`src/rtl/fxp_div_arb_pkg.sv`:
```
// Shared types and helpers for the fixed-point divider arbiter.
// Optional feature macro: FXP_DIV_ARB_ZERO_CHECK_EN (carry a divide-by-zero flag with each result).
package fxp_div_arb_pkg;

    // Widest requester ID supported (NREQ up to 16)
    localparam int unsigned ID_W_MAX = 4;

    // Ceiling log2 with a floor of 1 bit so single-bit fields stay legal
    function automatic int unsigned clog2(input int unsigned v);
        int unsigned r;
        r = 0;
        for (int unsigned i = 0; i < 32; i++) begin
            if ((64'd1 << i) < 64'(v)) r = i + 1;
        end
        return (r == 0) ? 1 : r;
    endfunction

    // Round-robin pointer after reset: last requester, so requester 0 wins first
    function automatic int unsigned rr_rst_ptr(input int unsigned nreq);
        return nreq - 1;
    endfunction

    // Per-operation tag travelling alongside the divider pipeline
    typedef struct packed {
        logic                valid;
        logic [ID_W_MAX-1:0] id;
`ifdef FXP_DIV_ARB_ZERO_CHECK_EN
        logic                divzero;
`endif
    } arb_tag_t;

endpackage

```
`src/rtl/fxp_div_arbiter_rr.sv`:
```
// Combinational round-robin arbiter: one-hot grant starting the search after ptr.
module fxp_rr_arbiter
    import fxp_div_arb_pkg::*;
#(
    parameter int unsigned NREQ = 4,
    parameter int unsigned IW   = clog2(NREQ)
) (
    input  logic [NREQ-1:0] req,
    input  logic [IW-1:0]   ptr,
    input  logic            hold,
    output logic [NREQ-1:0] grant_c,
    output logic [IW-1:0]   grant_id_c
);

    logic          found;
    logic [IW-1:0] idx;

    // Scan ptr+1, ptr+2, ... modulo NREQ and grant the first valid requester
    always_comb begin
        grant_c    = '0;
        grant_id_c = '0;
        found      = 1'b0;
        idx        = '0;
        for (int unsigned off = 1; off <= NREQ; off++) begin
            idx = IW'((32'(ptr) + off) % NREQ);
            if (!hold && !found && req[idx]) begin
                grant_c[idx] = 1'b1;
                grant_id_c   = idx;
                found        = 1'b1;
            end
        end
    end

endmodule

```
`src/rtl/fxp_div_arbiter.sv`:
```
// Shares one pipelined fixed-point divider among NREQ requesters.
// Grants at most one divide per cycle, tracks requester IDs through a tag
// pipeline matched to DIV_LAT, and returns tagged results on a shared bus.
// Optional feature macro: FXP_DIV_ARB_ZERO_CHECK_EN (res_divzero reports a zero divisor).
module fxp_div_arbiter
    import fxp_div_arb_pkg::*;
#(
    parameter int unsigned NREQ    = 4,
    parameter int unsigned WA      = 16,
    parameter int unsigned WB      = 16,
    parameter int unsigned WO      = 16,
    parameter int unsigned DIV_LAT = 16
) (
    input  logic                           clk,
    input  logic                           rst,
    input  logic                           hold,
    input  logic [NREQ-1:0]                req_valid,
    output logic [NREQ-1:0]                req_ready,
    input  logic [NREQ*WA-1:0]             req_dividend,
    input  logic [NREQ*WB-1:0]             req_divisor,
    output logic [WA-1:0]                  div_dividend,
    output logic [WB-1:0]                  div_divisor,
    input  logic [WO-1:0]                  div_out,
    input  logic                           div_upflow,
    input  logic                           div_downflow,
    output logic                           res_valid,
    output logic [clog2(NREQ)-1:0]         res_id,
    output logic [WO-1:0]                  res_out,
    output logic                           res_upflow,
    output logic                           res_downflow,
    output logic                           res_divzero,
    output logic [clog2(DIV_LAT+2)-1:0]    inflight,
    output logic                           busy
);

    localparam int unsigned      IW      = clog2(NREQ);
    localparam int unsigned      FW      = clog2(DIV_LAT + 2);
    localparam logic [IW-1:0]    PTR_RST = IW'(rr_rst_ptr(NREQ));

    logic [IW-1:0] ptr;
    logic [IW-1:0] grant_id;
    logic          accept;
    logic          retire;
    logic [WA-1:0] sel_dividend;
    logic [WB-1:0] sel_divisor;
    arb_tag_t      issue_tag;
    arb_tag_t      tag_q [0:DIV_LAT];

    // Reset also blocks grants so req_ready reads 0 while rst is low
    fxp_rr_arbiter #(.NREQ(NREQ), .IW(IW)) u_rr (
        .req        (req_valid),
        .ptr        (ptr),
        .hold       (hold | ~rst),
        .grant_c    (req_ready),
        .grant_id_c (grant_id)
    );

    assign accept = |req_ready;
    // The tag in the last shift stage becomes the visible result on the next edge
    assign retire = tag_q[DIV_LAT-1].valid;

    // Select the granted requester's operand slices
    always_comb begin
        sel_dividend = '0;
        sel_divisor  = '0;
        for (int unsigned i = 0; i < NREQ; i++) begin
            if (req_ready[i]) begin
                sel_dividend = req_dividend[i*WA +: WA];
                sel_divisor  = req_divisor[i*WB +: WB];
            end
        end
    end

    // Build the tag that enters the pipeline on this edge
    always_comb begin
        issue_tag       = '0;
        issue_tag.valid = accept;
        issue_tag.id    = ID_W_MAX'(grant_id);
`ifdef FXP_DIV_ARB_ZERO_CHECK_EN
        issue_tag.divzero = accept && (sel_divisor == '0);
`endif
    end

    // Operand registers, round-robin pointer, tag shift register and occupancy count
    always_ff @(posedge clk or negedge rst) begin
        if (!rst) begin
            div_dividend <= '0;
            div_divisor  <= '0;
            ptr          <= PTR_RST;
            inflight     <= '0;
            for (int unsigned k = 0; k <= DIV_LAT; k++) tag_q[k] <= '0;
        end else begin
            if (accept) begin
                div_dividend <= sel_dividend;
                div_divisor  <= sel_divisor;
                ptr          <= grant_id;
            end
            tag_q[0] <= issue_tag;
            for (int unsigned k = 1; k <= DIV_LAT; k++) tag_q[k] <= tag_q[k-1];
            case ({accept, retire})
                2'b10:   inflight <= inflight + FW'(1);
                2'b01:   inflight <= inflight - FW'(1);
                default: inflight <= inflight;
            endcase
        end
    end

    assign busy = (inflight != '0);

    // Result bus: divider outputs pass through only while a tagged result is present
    assign res_valid    = tag_q[DIV_LAT].valid;
    assign res_id       = res_valid ? IW'(tag_q[DIV_LAT].id) : '0;
    assign res_out      = res_valid ? div_out : '0;
    assign res_upflow   = res_valid & div_upflow;
    assign res_downflow = res_valid & div_downflow;
`ifdef FXP_DIV_ARB_ZERO_CHECK_EN
    assign res_divzero  = res_valid & tag_q[DIV_LAT].divzero;
`else
    assign res_divzero  = 1'b0;
`endif

endmodule
```
`config.mk`:
```
export PLATFORM = sky130hd
export DESIGN_NAME = fxp_div_arbiter
export DESIGN_NICKNAME = d
export VERILOG_FILES = /design/src/rtl/fxp_div_arb_pkg.sv /design/src/rtl/fxp_div_arbiter_rr.sv /design/src/rtl/fxp_div_arbiter.sv
export SDC_FILE = /design/constraint.sdc
export NUM_CORES = 1
export LEC_CHECK = 0
export CORE_MARGIN = 3
export CORE_UTILIZATION = 40
export DETAILED_ROUTE_END_ITERATION = 10
export PLACE_DENSITY_LB_ADDON = 0.1
export SLEW_MARGIN = 20
export SYNTH_ARGS = -nofsm -noshare
export SYNTH_HDL_FRONTEND = slang
export SYNTH_HIERARCHICAL = 1
export SYNTH_SLANG_ARGS = --single-unit
```
`constraint.sdc`:
```
create_clock -name clk -period 4.8 [get_ports clk]
set_clock_uncertainty 0.15 [all_clocks]
set_input_delay 0.96 -clock clk [delete_from_list [all_inputs] [get_ports clk]]
set_output_delay 0.96 -clock clk [all_outputs]
set_load 0.05 [all_outputs]
```
After elaboration in Yosys (flattened, before gate mapping)
Index checks and enable logic that the tools add are counted.
{ "word_totals": {"out_inout_bits": 64, "ff_bits": 90, "elab_cells": 117} }
{ "op_classes": {"n_mux": 38, "eq_ne": 2, "magnitude_cmp": 8, "bitwise_logic": 7, "n_reduce_logical": 18, "add_sub_neg": 6} }
{ "op_table": {"columns": ["operator", "n"], "rows": [
  ["$mux 16", 9],
  ["$mux 4", 4],
  ["$lt 2x3->1 const B", 4],
  ["$or 4x4->4", 3],
  ["$logic_and 1x1->1", 11],
  ["$mux 1", 11],
  ["$mux 2", 5],
  ["$pmux 5 s2", 1],
  ["$bmux 1 s2", 4],
  ["$demux 1 s2", 4],
  ["$ge 2x1->1 const B", 4],
  ["$add 5x1->5 const B", 1],
  ["$reduce_bool 5->1", 1],
  ["$sub 5x1->5 const B", 1],
  ["$add 2x1->2 const B", 2],
  ["$add 2x2->2 const B", 2],
  ["$logic_not 1->1", 4],
  ["$reduce_or 4->1", 1],
  ["$and 1x1->1", 2],
  ["$eq 2x1->1 const B", 1],
  ["$eq 2x2->1 const B", 1],
  ["$reduce_bool 2->1", 1],
  ["$not 1->1", 1],
  ["$or 1x1->1", 1]
]} }

Logic depth before layout (Yosys ltp)
Gate-level depths: netlist (run 1).
{ "logic_depth": {"ltp_word": 21, "depth_mapped": 18, "ltp_nobuf": 14} }

Modules after synthesis
Netlist (run 1), hierarchy kept.
{ "modules_own_cells": {"columns": ["module", "area_per_inst_um2", "seq_area_each_um2", "instances", "cells_per_inst"], "rows": [
  ["fxp_div_arbiter", 4108.9, 2254.7, 1, 384],
  ["fxp_rr_arbiter", 456.7, 0.0, 1, 48]
]} }

Worst setup path before layout (run 1)
No wires, ideal clock.
{ "synth_path": {"path_type": "in2reg", "startpoint": "in req_valid[3]", "endpoint": "reg inflight[4]", "slack_ns": 0.315, "arrival_ns": 4.191, "path_stages": 14, "required_time_ns": 4.506, "path_buffers": 2, "cell_sequence": "mux4_2 > nor2b_1 > and3b_4 > a221o_1 > buf_6 > nor4_4 > ha_1 > clkbuf_1 > xor2_1 > ha_1 > o21ai_0 > a311oi_1 > o21ai_0 > xor2_1"} }
{ "synth_between": {"elab_chain_len": 19, "word_cells_on_any_way": 33, "cone_classes": "eq/ne (2); mux (16); bitwise (3); reduce/logical (12)"} }
{ "synth_rtl": {"columns": ["item", "line_no", "rtl"], "rows": [
  ["start: declaration", "fxp_div_arbiter.sv:17", "input logic [NREQ-1:0] req_valid,"],
  ["$bmux 1 s2", "fxp_div_arbiter_rr.sv:26", "if (!hold && !found && req[idx]) begin"],
  ["$mux 1 (not written as such)", "fxp_div_arbiter_rr.sv:26", null],
  ["$logic_and 1x1->1", "fxp_div_arbiter_rr.sv:26", null],
  ["$mux 1", "fxp_div_arbiter_rr.sv:26", null],
  ["$logic_not 1->1", "fxp_div_arbiter_rr.sv:26", null],
  ["$logic_and 1x1->1 (2 in series)", "fxp_div_arbiter_rr.sv:26", null],
  ["$mux 1", "fxp_div_arbiter_rr.sv:26", null],
  ["$logic_not 1->1", "fxp_div_arbiter_rr.sv:26", null],
  ["$logic_and 1x1->1 (2 in series)", "fxp_div_arbiter_rr.sv:26", null],
  ["$mux 1", "fxp_div_arbiter_rr.sv:26", null],
  ["$logic_not 1->1", "fxp_div_arbiter_rr.sv:26", null],
  ["$logic_and 1x1->1 (2 in series)", "fxp_div_arbiter_rr.sv:26", null],
  ["$mux 4 (*)", "fxp_div_arbiter_rr.sv:26", null],
  ["named net req_ready[1]", "fxp_div_arbiter.sv:18", "output logic [NREQ-1:0] req_ready,"],
  ["$reduce_or 4->1 (*)", "fxp_div_arbiter.sv:58", "assign accept = |req_ready;"],
  ["$eq 2x1->1 / $eq 2x2->1 (equally long branches)", "fxp_div_arbiter.sv:100", "case ({accept, retire})"],
  ["$pmux 5 s2 / $reduce_bool 2->1 (equally long branches)", null, null],
  ["end signal: assignment", "fxp_div_arbiter.sv:101", "2'b10: inflight <= inflight + FW'(1);"],
  ["end signal: assignment", "fxp_div_arbiter.sv:102", "2'b01: inflight <= inflight - FW'(1);"],
  ["end signal: assignment", "fxp_div_arbiter.sv:103", "default: inflight <= inflight;"],
  ["end: declaration", "fxp_div_arbiter.sv:32", "output logic [clog2(DIV_LAT+2)-1:0] inflight,"]
]} }
The timed path passes the listed nets; every way through them passes the cells marked *. The select of a mux whose other input is x is not followed.
A chain may end at the register's enable or synchronous reset.

Worst setup path in the final report (run 1)
{ "layout_path": {"startpoint": "in req_valid[0]", "endpoint": "reg inflight[4]"} }
{ "layout_between": {"elab_chain_len": 19, "word_cells_on_any_way": 33, "cone_classes": "eq/ne (2); mux (16); bitwise (3); reduce/logical (12)"} }
{ "layout_rtl": {"columns": ["item", "line_no"], "rows": [
  ["$bmux 1 s2", "fxp_div_arbiter_rr.sv:26"],
  ["$mux 1 (not written as such)", "fxp_div_arbiter_rr.sv:26"],
  ["$logic_and 1x1->1", "fxp_div_arbiter_rr.sv:26"],
  ["$mux 1", "fxp_div_arbiter_rr.sv:26"],
  ["$logic_not 1->1", "fxp_div_arbiter_rr.sv:26"],
  ["$logic_and 1x1->1 (2 in series)", "fxp_div_arbiter_rr.sv:26"],
  ["$mux 1", "fxp_div_arbiter_rr.sv:26"],
  ["$logic_not 1->1", "fxp_div_arbiter_rr.sv:26"],
  ["$logic_and 1x1->1 (2 in series)", "fxp_div_arbiter_rr.sv:26"],
  ["$mux 1", "fxp_div_arbiter_rr.sv:26"],
  ["$logic_not 1->1", "fxp_div_arbiter_rr.sv:26"],
  ["$logic_and 1x1->1 (2 in series)", "fxp_div_arbiter_rr.sv:26"],
  ["$mux 4 (*)", "fxp_div_arbiter_rr.sv:26"],
  ["$reduce_or 4->1 (*)", "fxp_div_arbiter.sv:58"],
  ["$eq 2x1->1 / $eq 2x2->1 (equally long branches)", "fxp_div_arbiter.sv:100"],
  ["$pmux 5 s2 / $reduce_bool 2->1 (equally long branches)", null]
]} }
Every way passes the cells marked *; elsewhere a longest branch is shown, timed or not. The select of a mux whose other input is x is not followed.

==> run summary, run 1 <==
First-pass GRT wire length: 19900 um
Die Area: 0.0127 mm2
Synth Warn #: 6
Drt total wl: 12500 um
Pleak: 0.00297 uW
Post-DRT Antenna Nets: 0
Synth area leaders: dfrtp_1 (48%), a211o_1 (6.1%), a31oi_1 (4.2%)
Post-place setup slack: 200 ps
GPL Wtd Cong: 0.814
Gr ovfl total: 0
Number of setup buffers added after CTS: 0
Startpoint types: primary input
Mapped Avg Cell Area: 10.6 um2
Worst-Margin Slew: 733 ps
Layout cells sized above 1: 8.86%
Total GRT Usage: 19.6%
CP cell instances: clkdlybuf4s50_1 > mux4_1 > nand3b_1 > a21oi_1 > a221o_1 > nor4_4 > ha_1 > xor2_1 > ha_1 > o21ai_0 > a311oi_1 > o21ai_0 > xor2_1
Most frequent cells after synthesis: dfrtp_1 (88), nand2_1 (45), nor2_1 (38), inv_1 (34), a211o_1 (32)
Max-slew violations: 0
I/O Buffers: 215
CTS tree: yes
DR vias/cell: 5.19
Routed length per instance: 16.2 um
Number of max-cap violations: 0
Maximum VDD drop: 402 uV
Post-route design area: 0.00707 mm2
CP bufs+invs: 1
Worst skew pair latency: 330 ps
Fin. Hold Viols: 0
Initial DRC count: 209
Layout area overhead: 54.9%
Cells after Synth: 432
Highest-delay cell along the critical path: mux4_1
Post-synthesis sequential element count: 90
CTS root buffer: clkbuf_16
Final period utilization: 89.9%
FMAX: 232 MHz
Die height: 113 um
DRC: 0
Leading area contributor after synthesis: dfrtp_1
H-tree levels: 3
CTS resizes: 0
Final HPWL DP: 9150 um
R2R Path Start: ptr[0]$_DFFE_PN1P_
Fin crit period: 4310 ps
Sink Count: 90
Hold_buf cts: 0
CP startpoint: req_valid[0]
Cell Area, Placed: 0.00675 mm2
TritonRoute pass-1 iters: 4
Largest net degree at the start of global routing: 68
Mapped Area: 0.00457 mm2
Unique masters post-synth: 46
CP Capture Type: flop
CTS max path bufs: 2
RSZ-0062 raised after global routing: no
CP Class: primary input to flop
CP Max Fanout: 9
# IOs: 217
Vias in the first global route: 3921
Most common cell in the netlist: dfrtp_1
Fin nets: 791
HP Class: flop to flop
Register area share after synthesis: 49.4%
Status: finished, final reports clean
Setup WS post-layout: 485 ps
Final hold slack: 198 ps
Core Area: 0.0110 mm2
Setup violations, final: 0
Post-synth EDFFs: 0
Width of the die: 113 um
Synth top area share: 48.2%
CP top delay family: compound AO/OA/AOI/OAI gates
Main synth FF type: dfrtp_1
Net Count, Synth: 596
Rows: 38
Starting Density: 41.6%
Routed vias: 4008
CP Data Arrival Time: 4380 ps
Antenna violations before repair: 0
Clock slew seen by the registers of the worst setup and hold paths: 70 ps
Setup_tns: 0 ps
Slew Limit Headroom: 51.1%
Power density cells: 616 mW/mm2
Slowest stage delay, CP: 730 ps
ANT cells: 0
TritonCTS Buffers: 9
FFs w/ async S/R, synth: 100%
Hold Startpoint: tag_q[51]$_DFF_PN0_
Req. time, crit path: 4860 ps
## flip-flops by register name, summed over array words and instances (netlist names)
signal        count
inflight          5
tag_q            49
res_valid         1
div_divisor      16
ptr               2
retire            1
div_dividend     16
## layout by cell type (no fill, tap or decap), types with 2 or more instances in the layout
cell type        netlist  routed
dfstp_2                2       2
and2_1                20      20
nor3b_1                2       2
o21ai_0                4       4
ha_1                  11      11
dfrtp_1               88      88
a31oi_2                2       2
buf_12                 0       4
nor2_1                38      38
clkdlybuf4s50_1        0     210
inv_6                  0       2
a31oi_1               31      31
a211o_1               32      32
buf_4                  4      10
inv_1                 34      34
a21oi_1                6       6
clkbuf_16              0       9
xor2_1                 5       5
a221oi_2              10      10
nor2b_1                3       3
bufinv_16              0       2
a221o_1                4       2
mux4_2                 3       3
nand3b_1               4       4
mux2_2                 3       3
mux2i_1                2       2
nand3_1                2       2
a221o_2                0       2
nand2b_1               2       2
nand2_1               45      45
nor3_1                 2       2
a221oi_1              22      22
## metal layers
layer | vias to the layer above | wire [um] | global-route usage [%]
met3 | 22 | 1090 | 6.84
li1 | 1926 | - | -
met5 | - | 0 | 0
met2 | 195 | 6050 | 32.1
met4 | 0 | 314 | 7.29
met1 | 1865 | 5060 | 24.0
## power breakdown
| group | leakage (uW) | internal [uW] | switching (uW) |
|---|---|---|---|
| Combinational | 0.00168 | 918 | 1440 |
| Sequential | 0.00114 | 1060 | 181 |
| Clock | 0.000156 | 463 | 293 |
## area by class of cell
cell class,count,area [um2]
clock inverters,6,96.3
flip-flops and latches,90,2250
multi-input cells,267,1930
inverters,35,131
fillers,893,3910
repair buffers,224,2260
well taps,140,175
clock buffers,10,229
## stage by stage
stage,total power [uW],utilization [%],std cells
global route,4630,64.4,772
finish,4360,64.4,772
floorplan,2870,-,432
CTS,4410,64.4,772
detailed placement,3630,61.4,756
global placement,3580,61.4,756
## final timing paths
path / cells past startpoint / end / slack, ps
worst max register to register: 14 / inflight[4]$_DFFE_PN0P_ / 600
max in group asynchronous: 3 / div_dividend[14]$_DFFE_PN0P_ / 2910
worst min register to register: 0 / tag_q[46]$_DFF_PN0_ / 200
worst max-delay path: 13 / inflight[4]$_DFFE_PN0P_ / 490
min in group asynchronous: 2 / inflight[1]$_DFFE_PN0P_ / 520
worst min-delay path: 0 / tag_q[46]$_DFF_PN0_ / 200
## cells by family after synthesis
| kind of cell | Yosys count | share of synthesized area (%) |
|---|---|---|
| buf+inv | 75 | 8.39 |
| compound gates | 116 | 21.3 |
| flops | 90 | 49.4 |
| mux | 9 | 3.23 |
| fa+ha+maj | 11 | 3.01 |
| other cells | 1 | 0.0821 |
| simple gates | 124 | 13.5 |
| xor+xnor | 6 | 1.15 |
Note: power is estimated with default switching activity, not from simulation.
==> inputs of run 2 (changes only) <==
Settings changed: CAP_MARGIN set to 20, CORE_UTILIZATION 40 to 41, SLEW_MARGIN 20 to not set.
==> run summary, run 2 (same netlist as run 1, synthesis figures left out) <==
CP top delay family: multiplexers
Antenna violations before repair: 0 (unchanged)
Power density cells: 589 mW/mm2 (-4.3%)
Post-DRT Antenna Nets: 0 (unchanged)
Drt total wl: 12700 um (+1.2%)
Top flop regs: tag_q: 49 flops, div_dividend: 16 flops, div_divisor: 16 flops
First-pass GRT wire length: 20600 um (+3.5%)
ANT cells: 0 (unchanged)
CP Data Arrival Time: 4370 ps (about the same)
Total stage count of the critical path: 13 (unchanged)
Worst-Margin Slew: 722 ps (-10.6 ps)
Startpoint types: primary input
Slew Limit Headroom: 51.8% (+0.71 points)
DR vias/cell: 5.18 (-0.31%)
I/O Buffers: 215 (unchanged)
Post-place setup slack: 208 ps (+8.12 ps)
Maximum VDD drop: 286 uV (-29%)
Starting Density: 43.3% (+1.7 points)
Setup violations, final: 0 (unchanged)
Pleak: 0.00292 uW (-2.0%)
Req. time, crit path: 4920 ps (+60 ps)
Initial DRC count: 242 (+16%)
Number of setup buffers added after CTS: 0 (unchanged)
R2R Path Start: ptr[0]$_DFFE_PN1P_
HP Class: flop to flop
Finished Layout Cells: 768 (-0.52%)
Most common cell after layout, fill and taps aside: clkdlybuf4s50_1
CTS resizes: 0 (unchanged)
Hold_buf cts: 0 (unchanged)
CP Capture Type: flop
CTS root buffer: clkbuf_8
Util after Layout: 65.7% (+1.3 points)
Worst R2R End: inflight[4]$_DFFE_PN0P_
TritonCTS Buffers: 9 (unchanged)
CP dominant cell by count: ha_1
Setup WS post-layout: 550 ps (+65.1 ps)
Final period utilization: 88.5% (-1.4 points)
RSZ-0062 raised after global routing: no
Worst setup path endpoint: inflight[4]$_DFFE_PN0P_
CP Max Fanout: 9 (unchanged)
Vias in the first global route: 3966 (+1.1%)
CP bufs+invs: 2 (+1)
Cell Area, Placed: 0.00675 mm2 (about the same)
Die Area: 0.0124 mm2 (-2.3%)
Setup_tns: 0 ps (unchanged)
Clock slew seen by the registers of the worst setup and hold paths: 90 ps (+20 ps)
Largest Register: tag_q
Total GRT Usage: 20.4% (+0.74 points)
Worst r2r path cells: 14 (unchanged)
Status: finished, final reports clean
Width of the die: 112 um (-1.2%)
Gr ovfl total: 0 (unchanged)
Max reg flops: 49 (unchanged)
Routed length per instance: 16.5 um (+1.7%)
Die height: 112 um (-1.2%)
CTS max path bufs: 2 (unchanged)
CP cell instances: clkdlybuf4s50_1 > mux4_1 > nand3b_1 > a21oi_1 > a221o_1 > nor4_4 > ha_1 > buf_4 > ha_1 > nor3b_1 > a311oi_1 > o21ai_0 > xor2_1
Max-slew violations: 0 (unchanged)
CP startpoint: req_valid[0]
Layout area overhead: 51.9%
DRC: 0 (unchanged)
H-tree levels: 3 (unchanged)
FMAX: 235 MHz (+1.5%)
Post-route design area: 0.00694 mm2 (-2.0%)
Most frequent cells in the layout: clkdlybuf4s50_1 (210), dfrtp_1 (88), nand2_1 (45)
Sink Count: 90 (unchanged)
# IOs: 217 (unchanged)
Fin. Hold Viols: 0 (unchanged)
Fin crit period: 4250 ps (-65.1 ps)
Final HPWL DP: 9360 um (+2.3%)
CP Class: primary input to flop
GPL Wtd Cong: 0.793 (-2.5%)
Core Area: 0.0106 mm2 (-3.9%)
Highest-delay cell along the critical path: mux4_1
Reg2Reg Setup Slack: 620 ps (+20 ps)
Rows: 37 (-2.6%)
Layout cells sized above 1: 8.86% (unchanged)
Dpl cells: 753 (-0.40%)
Worst skew pair latency: 340 ps (about the same)
Fin nets: 792 (+0.13%)
Slowest stage delay, CP: 720 ps (about the same)
Routed vias: 3975 (-0.82%)
TritonRoute pass-1 iters: 4 (unchanged)
Number of max-cap violations: 0 (unchanged)
Largest net degree at the start of global routing: 68 (unchanged)
CTS tree: yes
## run 2: cell count changes in the layout (fill, tap and decap cells not counted), sizes merged
cell    delta
buf        +1
bufinv     -1
inv        -3
clkinv     +3
## run 2: area by class of cell
| type | count | area (um2) |
|---|---|---|
| Multi-Input combinational cell | 267 | 1930 |
| Sequential cell | 90 | 2250 |
| Tap cell | 136 | 170 |
| Clock buffer | 10 | 128 |
| Fill cell | 855 | 3620 |
| Clock inverter | 5 | 56.3 |
| Timing Repair Buffer | 225 | 2260 |
| Inverter | 35 | 131 |
## run 2: layer usage
layer  GRT usage [%]  up-vias  wire length (um)
met5               0        -                 0
met2            35.0      167              6300
met1            24.7     1871              5130
met3            6.63       14              1070
met4            5.60        0               165
li1                -     1923                 -
## run 2: where the power goes
part           total (uW)  internal, uW  switching [uW]
registers            1240          1060             180
clock network         485           237             248
logic                2360           920            1440
total                4090          2220            1870
## run 2: worst min path at each step
stage                                   start                   to  slack, ps  cells after the start
after global routing      tag_q[84]$_DFF_PN0_  tag_q[79]$_DFF_PN0_        200                      0
after global placement    tag_q[11]$_DFF_PN0_   tag_q[6]$_DFF_PN0_        180                      0
after detailed placement  tag_q[26]$_DFF_PN0_  tag_q[21]$_DFF_PN0_        180                      0
after CTS                 tag_q[84]$_DFF_PN0_  tag_q[79]$_DFF_PN0_        200                      0
final                     tag_q[84]$_DFF_PN0_  tag_q[79]$_DFF_PN0_        200                      0
after floorplan           tag_q[14]$_DFF_PN0_     retire$_DFF_PN0_        180                      0
## run 2: worst register-to-register path, stage by stage, from the launching register on
cell and delay [ps]:
dfstp_2 720, inv_1 150, ha_1 380, mux4_2 410, nor2_1 100, and3b_4 210, a221o_1 370, nor4_4 310
ha_1 220, buf_4 150, ha_1 270, nor3b_1 240, a311oi_1 60, o21ai_0 210, xor2_1 150
## run 2: metrics by stage
stage          hold WS [ps]  power (uW)
2_1_floorplan           181        2870
6_report                198        4090
3_3_place_gp            185        3580
5_1_grt                 200        4350
4_1_cts                 197        4130
3_5_place_dp            185        3630
